## src/rtl/hex_scan_scheduler.sv

```systemverilog
`default_nettype none
// ============================================================================
// hex_scan_scheduler : round-robin nibble writers feeding one time-shared
//                      7-segment decoder that scans HEX0..HEX3
// Revision: 1.0
// ============================================================================
module hex_scan_scheduler #(
  parameter int CLK_DIV = 50000
) (
  input  logic        CLOCK_50,
  input  logic        resetn,
  input  logic [3:0]  req,
  input  logic [15:0] wdata,
  input  logic [3:0]  blank,
  output logic [3:0]  ack,
  output logic [0:6]  HEX0,
  output logic [0:6]  HEX1,
  output logic [0:6]  HEX2,
  output logic [0:6]  HEX3,
  output logic [1:0]  scan_slot
);

  localparam int              c_CNT_W = (CLK_DIV > 1) ? $clog2(CLK_DIV) : 1;
  localparam logic [c_CNT_W-1:0] c_LAST = c_CNT_W'(CLK_DIV - 1);
  localparam logic [6:0]      c_DARK  = 7'b1111111;

  logic [3:0]         r_digit [4];
  logic [6:0]         r_hex   [4];
  logic [3:0]         r_ack;
  logic [1:0]         r_ptr;
  logic [1:0]         r_slot;
  logic [c_CNT_W-1:0] r_cnt;

  logic [3:0] w_elig;
  logic [1:0] w_win;
  logic [1:0] w_idx;
  logic       w_any;
  logic       w_tick;
  logic [6:0] w_dec;
  logic [6:0] w_seg;

  // Segment patterns are written a..g left to right, active low.
  function automatic logic [6:0] f_decode(input logic [3:0] v);
    logic [6:0] s;
    case (v)
      4'h0: s = 7'b0000001;
      4'h1: s = 7'b1001111;
      4'h2: s = 7'b0010010;
      4'h3: s = 7'b0000110;
      4'h4: s = 7'b1001100;
      4'h5: s = 7'b0100100;
      4'h6: s = 7'b0100000;
      4'h7: s = 7'b0001111;
      4'h8: s = 7'b0000000;
      4'h9: s = 7'b0000100;
      4'hA: s = 7'b0001000;
      4'hB: s = 7'b1100000;
      4'hC: s = 7'b1110010;
      4'hD: s = 7'b1000010;
      4'hE: s = 7'b0110000;
      default: s = 7'b0111000;
    endcase
    return s;
  endfunction

  // Masking by the live ack keeps a requester that drops one cycle late from a second grant.
  assign w_elig = req & ~r_ack;

  always_comb begin
    w_any = 1'b0;
    w_win = r_ptr;
    w_idx = r_ptr;
    for (int k = 0; k < 4; k++) begin
      w_idx = r_ptr + 2'(k);
      if (!w_any && w_elig[w_idx]) begin
        w_any = 1'b1;
        w_win = w_idx;
      end
    end
  end

  assign w_tick = (r_cnt == c_LAST);
  assign w_dec  = f_decode(r_digit[r_slot]);
  assign w_seg  = blank[r_slot] ? c_DARK : w_dec;

  // Scan reads r_digit before this edge's write lands, so a same-edge write shows next visit.
  always_ff @(posedge CLOCK_50 or negedge resetn) begin
    if (!resetn) begin
      for (int i = 0; i < 4; i++) begin
        r_digit[i] <= 4'h0;
        r_hex[i]   <= c_DARK;
      end
      r_ack  <= 4'b0000;
      r_ptr  <= 2'd0;
      r_slot <= 2'd0;
      r_cnt  <= '0;
    end else begin
      r_cnt <= w_tick ? '0 : r_cnt + c_CNT_W'(1);
      if (w_tick) begin
        r_hex[r_slot] <= w_seg;
        r_slot        <= r_slot + 2'd1;
      end
      r_ack <= w_any ? (4'b0001 << w_win) : 4'b0000;
      if (w_any) begin
        r_digit[w_win] <= wdata[{w_win, 2'b00} +: 4];
        r_ptr          <= w_win + 2'd1;
      end
    end
  end

  assign ack       = r_ack;
  assign scan_slot = r_slot;
  assign HEX0      = r_hex[0];
  assign HEX1      = r_hex[1];
  assign HEX2      = r_hex[2];
  assign HEX3      = r_hex[3];

endmodule
`default_nettype wire

```

## config.mk

```make
export PLATFORM = sky130hd
export DESIGN_NAME = hex_scan_scheduler
export DESIGN_NICKNAME = d
export VERILOG_FILES = /design/src/rtl/hex_scan_scheduler.sv
export SDC_FILE = /design/constraint.sdc
export NUM_CORES = 1
export LEC_CHECK = 0
export CORE_MARGIN = 2
export CORE_UTILIZATION = 52
export CTS_BUF_LIST = sky130_fd_sc_hd__clkbuf_8 sky130_fd_sc_hd__clkbuf_16
export DETAILED_ROUTE_END_ITERATION = 16
export GPL_TIMING_DRIVEN = 0
export PLACE_DENSITY = 0.79
export SYNTH_ARGS = -nofsm -noshare
export SYNTH_HDL_FRONTEND = slang
export SYNTH_SLANG_ARGS = --single-unit
```

## constraint.sdc

```tcl
create_clock -name CLOCK_50 -period 3.1 [get_ports CLOCK_50]
set_input_delay 0.62 -clock CLOCK_50 [delete_from_list [all_inputs] [get_ports CLOCK_50]]
set_output_delay 0.62 -clock CLOCK_50 [all_outputs]
set_load 0.01 [all_outputs]
```

==> impl_results.md <==
* Cts hold-fix bufs at 0
* Hold Crit Class: input pin to asynchronous set/reset pin
* Commonest non-fill, non-tap cell in the layout: clkdlybuf4s50_1
* First-pass GRT wire length at 12000 µm
* Avg Cell Area, Syn at 11.4 µm²
* RSZ-0062 raised after global routing: no
* VDD IR-drop max at 456 µV
* Initial antenna violation count at 0
* Routed WL at 6950 µm
* Largest cells by area after synthesis: dfrtp_1, dfstp_2, nor2_1, mux2_2, ha_1
* Status: complete, no violations
* Slew Viols, Final at 0
* Max Clock Skew at 0.00910 ns
* Most area-hungry cell type in the Yosys netlist: dfrtp_1
* Hpwl dp at 5090 µm
* DR vias at 2401
* # IOs at 60
* Chip height at 84.2 µm
* Crit path max fanout at 6
* CTS tree: built
* Number of flops mapped to enable cells by yosys at 0
* Slew @ Worst Pin at 0.830 ns
* Yosys reg bits at 68
* Syn_nets at 331
* Final Hold Viols at 0
* Layout Cells excl Fill at 446
* CTS max path bufs at 2
* Vias in the first global route at 2493
* Final Setup Violations at 0
* Largest net degree at the start of global routing at 69
* Vias/cell at 5.38
* Placed Cells at 430
* Crit start category: flip-flop
* Worst setup EP type: flip-flop
* Tmin final at 2.61 ns
* All-Layer GR Usage at 21.9%
* Worst-skew pair later-pin latency at 0.36 ns
* LEAKAGE at 1.80 nW
* Async set-reset flop share out of synthesis at 100%
* Root Driver: clkbuf_8
* Top-area cell type share of the netlist area at 29.9%
* Core region area at 6280 µm²
* WHS at 0.335 ns
* CTS Sinks at 68
* DRT antenna net count at 0
* Layout cells sized above 1 at 24.4%
* Wire per inst at 15.6 µm
* Die width at 84.2 µm
* Buffers on Ports at 59
* H-tree depth at 3
* Final core utilization at 67.9%
* CTS clk-pin slew, worst paths at 0.08 ns
* GPL Wtd Cong at 0.831
* Initial Util at 53.3%
* Crit path kind: flip-flop to flip-flop
* Critical path required time at 3.38 ns
* Area of the mapped netlist at 3350 µm²
* Fin crit share at 84.2%
* Crit path DAT at 2.89 ns
* Yosys warns at 0
* Final TNS setup at 0 ns
* Commonest cells after routing, fill and taps aside: clkdlybuf4s50_1, nor2_1, dfrtp_1, dfstp_2, a21oi_1
* First DRT Iteration DRCs at 124
* Relative slew slack at 44.7%
* Synth unique cells at 49
* N_diodes at 0
* MaxCap Viol Count at 0
* Die ar. at 7090 µm²
* F_max at 383 MHz
* Tot Pwr at 0.00284 W
* Power density of the placed cells at 665 nW/µm²
* Core Rows at 29
* Seq/Total Area, Yosys at 51.9%
* Gate Count Post-Synth at 294
* TritonCTS Buffers at 9
* Post-CTS Repair Setup Buffers at 0
* GR Overflow Total at 0
* Nets@finish at 401
* Layout Area Growth over Synthesis at 27.4%
* Drt drc at 0
* Synth Flop Type: dfrtp_1
* Drt first pass iters at 4
* CTS resizes at 0
[worst paths after layout]
check / from / endpoint / slack (ns) / cells past startpoint
worst max-delay path: scan_slot[0] / HEX0[1] / 0.49 / 8
worst min-delay path: resetn / ack[1] / 0.33 / 1
worst max register to register: scan_slot[0] / HEX0[1] / 0.49 / 8
worst min register to register: r_cnt[0] / r_cnt[0] / 0.49 / 1
max in group asynchronous: resetn / r_cnt[0] / 2.20 / 1
min in group CLOCK_50: r_cnt[0] / r_cnt[0] / 0.49 / 1
[power breakdown]
group / switching [W] / total (W) / leakage, nW / internal, W
combinational: 0.000478 / 0.000887 / 0.887 / 0.000409
clock: 0.000365 / 0.000839 / 0.121 / 0.000474
sequential: 0.0000819 / 0.00111 / 0.796 / 0.00103
[logic make-up (layout without fill, tap and decap cells)]
| logic type | Yosys count | in the layout | synth area share (%) |
|---|---|---|---|
| XOR/XNOR | 13 | 13 | 3.40 |
| AND/OR/NAND/NOR | 104 | 104 | 16.4 |
| multiplexers | 23 | 23 | 9.72 |
| AO/OA/AOI/OAI | 56 | 56 | 10.9 |
| adder cells (fa/ha/maj) | 11 | 11 | 4.11 |
| flip-flops | 68 | 68 | 51.9 |
| buffers and inverters | 19 | 94 | 3.51 |
[registers in the layout (all words and copies together), names as in the netlist]
name       flops
r_cnt         16
r_digit       16
HEX0           7
HEX1           7
HEX2           7
HEX3           7
ack            4
r_ptr          2
scan_slot      2
[per-layer routing]
| layer | track usage (%) | part of all wire [%] |
|---|---|---|
| met1 | 28.6 | 44 |
| met2 | 35.4 | 50 |
| met3 | 5.70 | 5.1 |
| met4 | 7.92 | 1.8 |
| met5 | 0 | 0 |
[through the flow]
step                      instance area (µm²)  worst slack [ns]
after floorplan                          3350             0.768
final                                    4270             0.489
after global placement                   4030            -0.727
after global routing                     4270             0.280
after CTS                                4270             0.474
after detailed placement                 4030             0.476
[cell usage after synthesis (all sizes together), types with 2 or more instances]
cell type	instances
inv	7
xor2	7
and3	2
nor2b	7
a211oi	4
nor3	7
and2	10
o21ai	11
a31oi	5
nor2	50
nand3	7
dfrtp	40
buf	11
nand2	9
nand2b	3
mux4	5
mux2	17
nor4	2
dfstp	28
nand4	2
xnor2	6
ha	11
a21oi	30
[layout make-up]
cell class,count,area (µm²)
clock buffer,11,174
inverter,7,26.3
fill,456,2010
multi-input combinational,207,1490
tap,77,96.3
timing repair buffer,59,588
clock inverter,5,60.1
sequential,68,1740
buffer,12,91.3
[worst max-delay path: stages (launching register included)]
cell and delay (ns):
dfrtp_1 0.42, buf_6 0.16, mux4_1 0.70, inv_1 0.21, ha_1 0.27, nor2_1 0.15, a211oi_1 0.08, a311oi_2 0.41
a21oi_1 0.12
No activity file was read; power rests on OpenSTA's default activity.
